==> config.mk <==
export PLATFORM = sky130hd
export DESIGN_NAME = alu_arbitro
export DESIGN_NICKNAME = d
export VERILOG_FILES = /design/src/rtl/alu_arbitro.sv
export SDC_FILE = /design/constraint.sdc
export NUM_CORES = 1
export LEC_CHECK = 0
export CAP_MARGIN = 15
export CORE_ASPECT_RATIO = 0.6
export CORE_MARGIN = 2
export CORE_UTILIZATION = 45
export CTS_BUF_LIST = sky130_fd_sc_hd__clkbuf_4 sky130_fd_sc_hd__clkbuf_8
export CTS_CLUSTER_SIZE = 14
export DETAILED_ROUTE_END_ITERATION = 12
export GPL_TIMING_DRIVEN = 0
export PLACE_DENSITY = 0.86
export SLEW_MARGIN = 30
export SYNTH_ARGS = -nofsm -noshare
export SYNTH_HDL_FRONTEND = slang
export SYNTH_SLANG_ARGS = --single-unit
==> constraint.sdc <==
create_clock -name clk -period 3.3 [get_ports clk]
set_input_delay 0.66 -clock clk [delete_from_list [all_inputs] [get_ports clk]]
set_output_delay 0.66 -clock clk [all_outputs]
set_load 0.02 [all_outputs]
==> src/rtl/alu_arbitro.sv <==
// Round-robin arbiter/sequencer sharing one combinational ALU between two requesters.
// Grant in IDLE, one settling cycle in EXEC, one-cycle ack in RESP.
module alu_arbitro #(
    parameter int WIDTH = 8,
    parameter int OPW   = 4
) (
    input  logic             clk,
    input  logic             rst_n,
    input  logic             req0,
    input  logic [WIDTH-1:0] a0,
    input  logic [WIDTH-1:0] b0,
    input  logic [OPW-1:0]   op0,
    output logic             ack0,
    output logic [WIDTH-1:0] res0,
    output logic             zero0,
    input  logic             req1,
    input  logic [WIDTH-1:0] a1,
    input  logic [WIDTH-1:0] b1,
    input  logic [OPW-1:0]   op1,
    output logic             ack1,
    output logic [WIDTH-1:0] res1,
    output logic             zero1,
    output logic [WIDTH-1:0] alu_a,
    output logic [WIDTH-1:0] alu_b,
    output logic [OPW-1:0]   alu_op,
    input  logic [WIDTH-1:0] alu_res,
    input  logic             alu_zero,
    output logic             ocupado
);

    typedef enum logic [1:0] {IDLE, EXEC, RESP} state_t;

    state_t r_state, w_next;
    logic   r_gnt;
    logic   r_ult;
    logic   w_grant;
    logic   w_win;

    // On a tie the requester that was not served last wins.
    always_comb begin
        w_next  = r_state;
        w_grant = 1'b0;
        w_win   = (req0 && req1) ? ~r_ult : req1;
        case (r_state)
            IDLE: begin
                if (req0 || req1) begin
                    w_grant = 1'b1;
                    w_next  = EXEC;
                end
            end
            EXEC:    w_next = RESP;
            RESP:    w_next = IDLE;
            default: w_next = IDLE;
        endcase
    end

    always_ff @(posedge clk or negedge rst_n) begin
        if (!rst_n) begin
            r_state <= IDLE;
            r_gnt   <= 1'b0;
            r_ult   <= 1'b1;
            alu_a   <= '0;
            alu_b   <= '0;
            alu_op  <= '0;
            ack0    <= 1'b0;
            ack1    <= 1'b0;
            res0    <= '0;
            res1    <= '0;
            zero0   <= 1'b0;
            zero1   <= 1'b0;
            ocupado <= 1'b0;
        end else begin
            r_state <= w_next;
            ocupado <= (w_next != IDLE);
            if (w_grant) begin
                r_gnt  <= w_win;
                alu_a  <= w_win ? a1  : a0;
                alu_b  <= w_win ? b1  : b0;
                alu_op <= w_win ? op1 : op0;
            end
            if (r_state == EXEC) begin
                r_ult <= r_gnt;
                if (r_gnt) begin
                    res1  <= alu_res;
                    zero1 <= alu_zero;
                    ack1  <= 1'b1;
                end else begin
                    res0  <= alu_res;
                    zero0 <= alu_zero;
                    ack0  <= 1'b1;
                end
            end
            if (r_state == RESP) begin
                ack0 <= 1'b0;
                ack1 <= 1'b0;
            end
        end
    end

endmodule

-- After elaboration in Yosys (flattened, before gate mapping)
Index checks and enable logic that the tools add are counted.
- equal/unequal tests: 3
- mux-type cells: 14
- bitwise operators: 2
- reduce and logical (&&, ||, !) cells: 10
- operators with widths (cell ; number):
    8-bit two-way mux ; 2
    1-bit two-way mux ; 9
    2-bit AND reduction ; 4
    2-bit nonzero test ; 3
    4-bit two-way mux ; 1
    2-bit case mux with 2 select lines ; 1
    2-bit by 1-bit equality test with 1-bit output, second input constant ; 1
    2-bit equality test, second input constant ; 1
    2-bit zero test ; 1
    2-bit two-way mux ; 1
    2-bit by 1-bit != test with 1-bit output, second input constant ; 1
    1-bit NOT ; 2
    1-bit logical AND ; 1
    1-bit logical OR ; 1
- flip-flop bits (word level): 45
- bits of input ports: 53
- output and inout port bits: 41
- word-level logic and storage cells: 42

-- Depth between registers and ports, before layout
Gate-level depths: netlist of run 1.
- depth after elaboration: 4
- mapped depth: 6
- gate-level depth less buffers: 5

-- Least setup slack after synthesis of run 1
Ideal clock, no wire load.
- path type: register to register
- start point: reg r_state[1]
- end point: reg res0[2]
- setup time: 125 ps
- arrival time: 1271 ps
- required time: 3175 ps
- slack: 1904 ps
- cell stages (with the launch flop): 6
- buffers on the path: 1
- clock period less this slack: 1396 ps
- path through: dfrtp_1 > inv_1 > ha_1 > nor2b_1 > buf_2 > mux2_2
- word-level cells in the longest chain between the ends: 2
- ends and longest elaborated chain (what ; line ; RTL):
    start, declared ; 33 ; state_t r_state, w_next;
    start signal, assigned ; 73 ; r_state <= w_next;
    2-bit by 1-bit equality test with 1-bit output ; 81 ; if (r_state == EXEC) begin
    2-bit AND reduction (no source line) ; - ;
    end signal, assigned ; 88 ; res0 <= alu_res;
    end, declared ; 14 ; output logic [WIDTH-1:0] res0,
Every way passes these cells.
A chain may end at the register's enable or synchronous reset.

-- Worst setup path in the final report of run 1
- start point: reg alu_b[2]
- end point: out alu_b[2]
- RTL lines (what ; line ; RTL):
    start, declared ; 24 ; output logic [WIDTH-1:0] alu_b,
    start signal, assigned ; 78 ; alu_b <= w_win ? b1 : b0;
No word-level cell between the ends.

==> impl_metrics.ini, run 1 <==
[power_and_ir_drop]
leakage_nw = 1.29
power.density_nw_per_um2 = 972
irDropWorstVdd_mv = 0.573

[placed_design]
io_buffers = 93
post-place-ws_ns = 1.35
dpl_cell_area_um2 = 3000
hpwl_mm = 3.61
place_congestion = 0.770

[global_route]
antenna_found_initial = 0
grt_max_degree = 46
grt-ovfl-total = 0
grt.total_usage = 0.201
grt_pass1_wl_mm = 7.85
grt_pass1_vias = 1660

[cts]
numCtsBuffers = 5
insertion_delay_ns = 0.29
cts_sinks = 45
cts_tree = done
cts_hold_buf = 0
h-tree-depth = 2
path_clk_slew_ns = 0.08
cts.path.max_buffers = 2
root_buffer = clkbuf_8
cts_resized = 0
post_cts_buffers = 0

[yosys]
yosys_warnings = 0
synth_fp_nets = 233
synth_seq_area_share = 0.563
synth-seq-cells = 45
synth_top_family_by_area = compound AO/OA/AOI/OAI gates
synth-simple-area-share = 0.0901
syn_inst = 176
synthMuxAreaShare = 0.101
synth_top_area_share = 0.550
netlist_area_um2 = 2000
synth-compound-area-share = 0.181
avgSynthCellArea_um2 = 11.4
yosysTopAreaCell = dfrtp_1
yosys.area_share.adder = 0.0250
yosys-top-cells-area = dfrtp_1, a21oi_2, mux2_2
yosys.cell_types.count = 20
synthXorXnorAreaFrac = 0

[run_status]
status = finished, final reports clean

[floorplan]
start_util = 0.478
num_rows = 18
die_x_um = 90.1
die_y_um = 55.7
dieArea_um2 = 5010
pin_count = 94
core_area_um2 = 4190

[layout]
drive_gt1_frac = 0.227
regArea_um2 = 1130
fin_area_um2 = 3100
n_antenna_cell = 0
nets = 333
multi_input_area_um2 = 795
fillers = 312
synthToLayoutAreaGrowth_pct = 55.0

[routing]
wl_per_cell_um = 14.1
initialDrtViolationCount = 38
wirelength_mm = 4.75
vias = 1595
drt_first_pass_iters = 4
antenna_left = 0
viasPerCell = 4.73
drc = 0

[worst_setup_path]
worst_ep_required_time_ns = 2.64
start_kind = flop
cp_slowest_stage_delay_ns = 0.63
cp-end-kind = primary output
path_delay_family = buffers and inverters
crit_chain = clkdlybuf4s50_1
cp_slowest_cell = clkdlybuf4s50_1
crit_fanout = 2
crit_arrival_ns = 1.29
crit_type = flop to primary output
worst-path-buf-inv = 1

[timing]
fin_crit_sh = 0.591
drv_slew = 0
layout_setup_ws_ns = 1.35
finalHoldViolCount = 0
rsz0062_at_grt = false
relSlewSlack = 0.626
worst_pin_slew_ns = 0.561
fmax_mhz = 513
worst_clock_skew_ns = 0.00793
finalCriticalPeriod_ns = 1.95
setup_viol = 0
tns_ns = 0

[run]
cap_violations = 0

[min_path]
hold_path_class = input pin to asynchronous set/reset pin
-- state kept, by name, summed over array words and instances (netlist names), 2 cells and up --
| register | flops |
|---|---|
| alu_op | 4 |
| res0 | 8 |
| alu_b | 8 |
| alu_a | 8 |
| res1 | 8 |
| r_state | 2 |
-- cells in the mapped netlist --
master    count
ha_1          4
buf_2         6
nor2_1       20
mux2_1        4
or2_2         1
o21ai_0       2
buf_6         3
o21ai_2       1
dfstp_2       1
nand2_1      23
mux2_2       14
a21oi_2      25
a21boi_2      1
inv_1         4
a21bo_2       1
dfrtp_1      44
nor2b_1       1
a21oi_1      19
nand2_2       1
o21a_1        1
-- cells by family after synthesis --
family	count (synthesis)
mux	18
compound gates	50
flops	45
simple gates	46
buf+inv	13
fa+ha+maj	4
-- placed cells by master, fill, tap and decap left out --
cell type and count:
clkbuf_8 6, nor2_1 20, o21ai_2 1, or2_2 1, nand2_2 1, nor2b_1 1, a21bo_2 1, dfrtp_1 44
buf_2 6, a21oi_1 19, clkdlybuf4s50_1 92, mux2_1 4, buf_4 1, nand2_1 23, clkbuf_4 2, mux2_2 14
ha_1 4, o21a_1 1, a21boi_2 1, dfstp_2 1, a21oi_2 25, o21ai_0 2, inv_1 4, buf_6 3
-- layer usage --
layer  wire length, µm  vias to the layer above  global-route usage
li1                  -                      788                   -
met4                38                        0              0.0615
met1              2140                      745               0.254
met2              2150                       57               0.320
met5                 0                        -                   0
met3               423                        5              0.0827
-- worst paths after layout --
path	to	cells past startpoint	slack, ns	startpoint
hold / removal	ack0	1	0.36	rst_n
setup reg to reg	res0[2]	5	1.76	r_state[1]
max in group asynchronous	r_ult	1	2.56	rst_n
min in group clk	res0[3]	1	0.50	res0[3]
hold reg to reg	res0[3]	1	0.50	res0[3]
setup / recovery	alu_b[2]	1	1.35	alu_b[2]
-- stage by stage --
stage | hold WS, ns | util | std cells | total power [W]
after floorplan | 0.364 | - | 176 | 0.00194
after global placement | 0.475 | 0.718 | 329 | 0.00263
after detailed placement | 0.479 | 0.717 | 329 | 0.00268
after CTS | 0.368 | 0.740 | 337 | 0.00305
after global routing | 0.398 | 0.740 | 337 | 0.00321
final | 0.361 | 0.740 | 337 | 0.00302
-- power breakdown --
group	internal, W	total [W]	leakage, nW	switching (W)
Clock	0.000187	0.000361	0.0523	0.000174
Combinational	0.000822	0.00166	0.723	0.000843
Sequential	0.000838	0.000990	0.513	0.000152
-- layout make-up --
class	instances	share of cell area
Tap cell	60	0.0242
Inverter	4	0.00484
Sequential cell	45	0.363
Clock buffer	8	0.0315
Timing Repair Buffer	93	0.299
Buffer	9	0.0206
Multi-Input combinational cell	118	0.256
(Power assumes the default switching activity.)
==> run 2, diff against run 1 <==
Settings changed: CORE_UTILIZATION 45 to 42, PLACE_DENSITY 0.86 to 0.81.
Clock period 3.3 ns to 1.9 ns, I/O delays scaled along.
==> run 2 against run 1 <==
  * Sequential share of layout area is the same
  * Clock skew barely moved
  * Hold slack worse by 0.30 ns
  * Critical path depth is the same
  * Cell area is the same
  * Count of clock-buffer cells in the layout down 3
  * Via count increased by 1.5%
  * Clock power rose by 74%
  * Core utilization fell by 6.4 points
  * Routed wire length grew 0.86%
==> impl_metrics.ini, run 2 (synthesis results as in run 1) <==
[placed_design]
placed_cells = 332
post-place-ws_ns = 0.213
io_buffers = 93
dpl_cell_area_um2 = 3010
hpwl_mm = 3.58
place_congestion = 0.742

[floorplan]
core_area_um2 = 4590
pin_count = 94
start_util = 0.436
dieArea_um2 = 5350
num_rows = 19
die_x_um = 93.1
die_y_um = 57.5

[power_and_ir_drop]
comb_power_share = 0.551
p_int_w = 0.00315
power.density_nw_per_um2 = 1690
irDropWorstVdd_mv = 0.758
switching_share = 0.399
p_seq_frac = 0.329
leakage_nw = 1.28
clkPwrFrac = 0.120
p_sw_w = 0.00209

[worst_setup_path]
crit_fanout = 2
crit_arrival_ns = 1.31
crit_chain = clkdlybuf4s50_1
path_delay_family = buffers and inverters
start_kind = flop
cp_slowest_cell = clkdlybuf4s50_1
worst-path-buf-inv = 1
worst_ep_required_time_ns = 1.52
cp_slowest_stage_delay_ns = 0.63
cp-end-kind = primary output
crit_type = flop to primary output

[routing]
drt_first_pass_iters = 4
vias = 1619
drc = 0
initialDrtViolationCount = 61
wl_per_cell_um = 14.1
wirelength_mm = 4.79
viasPerCell = 4.76
antenna_left = 0

[cts]
numCtsBuffers = 5
root_buffer = clkbuf_8
post_cts_buffers = 0
cts.path.max_buffers = 2
insertion_delay_ns = 0.31
h-tree-depth = 2
cts_sinks = 45
cts_tree = done
cts_hold_buf = 0
path_clk_slew_ns = 0.10
cts_resized = 0

[global_route]
grt.total_usage = 0.189
grt_max_degree = 46
antenna_found_initial = 0
grt_pass1_wl_mm = 7.61
grt-ovfl-total = 0
grt_pass1_vias = 1567

[layout]
fin_area_um2 = 3100
nets = 333
final_cell_mix = clkdlybuf4s50_1, dfrtp_1, a21oi_2, nand2_1, nor2_1
final_cells = 340
synthToLayoutAreaGrowth_pct = 55.0
drive_gt1_frac = 0.227
fillers = 366
layout_commonest_cell = clkdlybuf4s50_1
finalCoreUtilization = 0.676
n_antenna_cell = 0

[timing]
setup_viol = 0
layout_setup_ws_ns = 0.215
hold_slack_ns = 0.0628
finalHoldViolCount = 0
relSlewSlack = 0.626
worst_clock_skew_ns = 0.00821
finalCriticalPeriod_ns = 1.69
fmax_mhz = 593
fin_crit_sh = 0.887
worst_pin_slew_ns = 0.560
rsz0062_at_grt = false
drv_slew = 0

[run]
cap_violations = 0

[min_path]
hold_path_class = input pin to asynchronous set/reset pin

[run_status]
status = finished, final reports clean
==> run 2: cell count changes in the layout (fill, tap and decap cells not counted) <==
cell	change
clkbuf_4	-2
clkbuf_8	-1
clkinvlp_4	+1
inv_6	+2
==> run 2: worst paths after layout <==
path | start | end | slack [ns] | cells after the start
max in group asynchronous | rst_n | r_ult | 1.46 | 1
min in group clk | res0[7] | res0[7] | 0.50 | 1
hold reg to reg | res0[7] | res0[7] | 0.50 | 1
setup / recovery | res1[2] | res1[2] | 0.21 | 1
setup reg to reg | r_state[1] | res0[1] | 0.36 | 5
hold / removal | rst_n | zero1 | 0.06 | 1
==> run 2: layer usage <==
layer  vias up  track usage  wire, µm
met2        69        0.277      2070
met3         4       0.0991       506
li1        790            -         -
met5         -            0         0
met1       756        0.255      2200
met4         0       0.0315        23
==> run 2: metrics by stage <==
stage / power (W) / TNS (ns)
finish: 0.00524 / 0
global route: 0.00559 / 0
CTS: 0.00529 / 0
detailed placement: 0.00466 / 0
global placement: 0.00459 / -32.86
floorplan: 0.00337 / 0
==> run 2: layout make-up <==
cell class / instances / area (µm²) / share of cell area
Buffer: 9 / 63.8 / 0.0206
Clock buffer: 5 / 68.8 / 0.0222
Clock inverter: 3 / 25.0 / 0.00807
Inverter: 4 / 15.0 / 0.00484
Multi-Input combinational cell: 118 / 795 / 0.256
Sequential cell: 45 / 1130 / 0.363
Tap cell: 63 / 78.8 / 0.0254
Timing Repair Buffer: 93 / 928 / 0.299
==> run 2: power groups by stage <==
| stage | clock network, W | registers [W] | logic (W) |
|---|---|---|---|
| final | 0.000629 | 0.00172 | 0.00289 |
| after global routing | 0.000689 | 0.00179 | 0.00311 |
| after global placement | 0 | 0.00171 | 0.00288 |
| after floorplan | 0 | 0.00226 | 0.00111 |
| after detailed placement | 0 | 0.00174 | 0.00293 |
| after CTS | 0.000641 | 0.00172 | 0.00293 |
==> run 3, diff against run 2 <==
Clock period 1.9 ns to 1.8 ns, I/O delays scaled along.
==> results of run 3 <==
Same layout as run 2 (identical final DEF). Status: finished, final reports clean.
Main changes from that run: setup slack after placement 0.213 ns -> 0.133 ns; setup slack after layout 0.215 ns -> 0.135 ns; hold slack 0.0628 ns -> 0.0428 ns; register-to-register setup slack 0.36 ns -> 0.26 ns; total power 0.00524 W -> 0.00553 W; worst IR drop on VDD 0.758 mV -> 0.800 mV
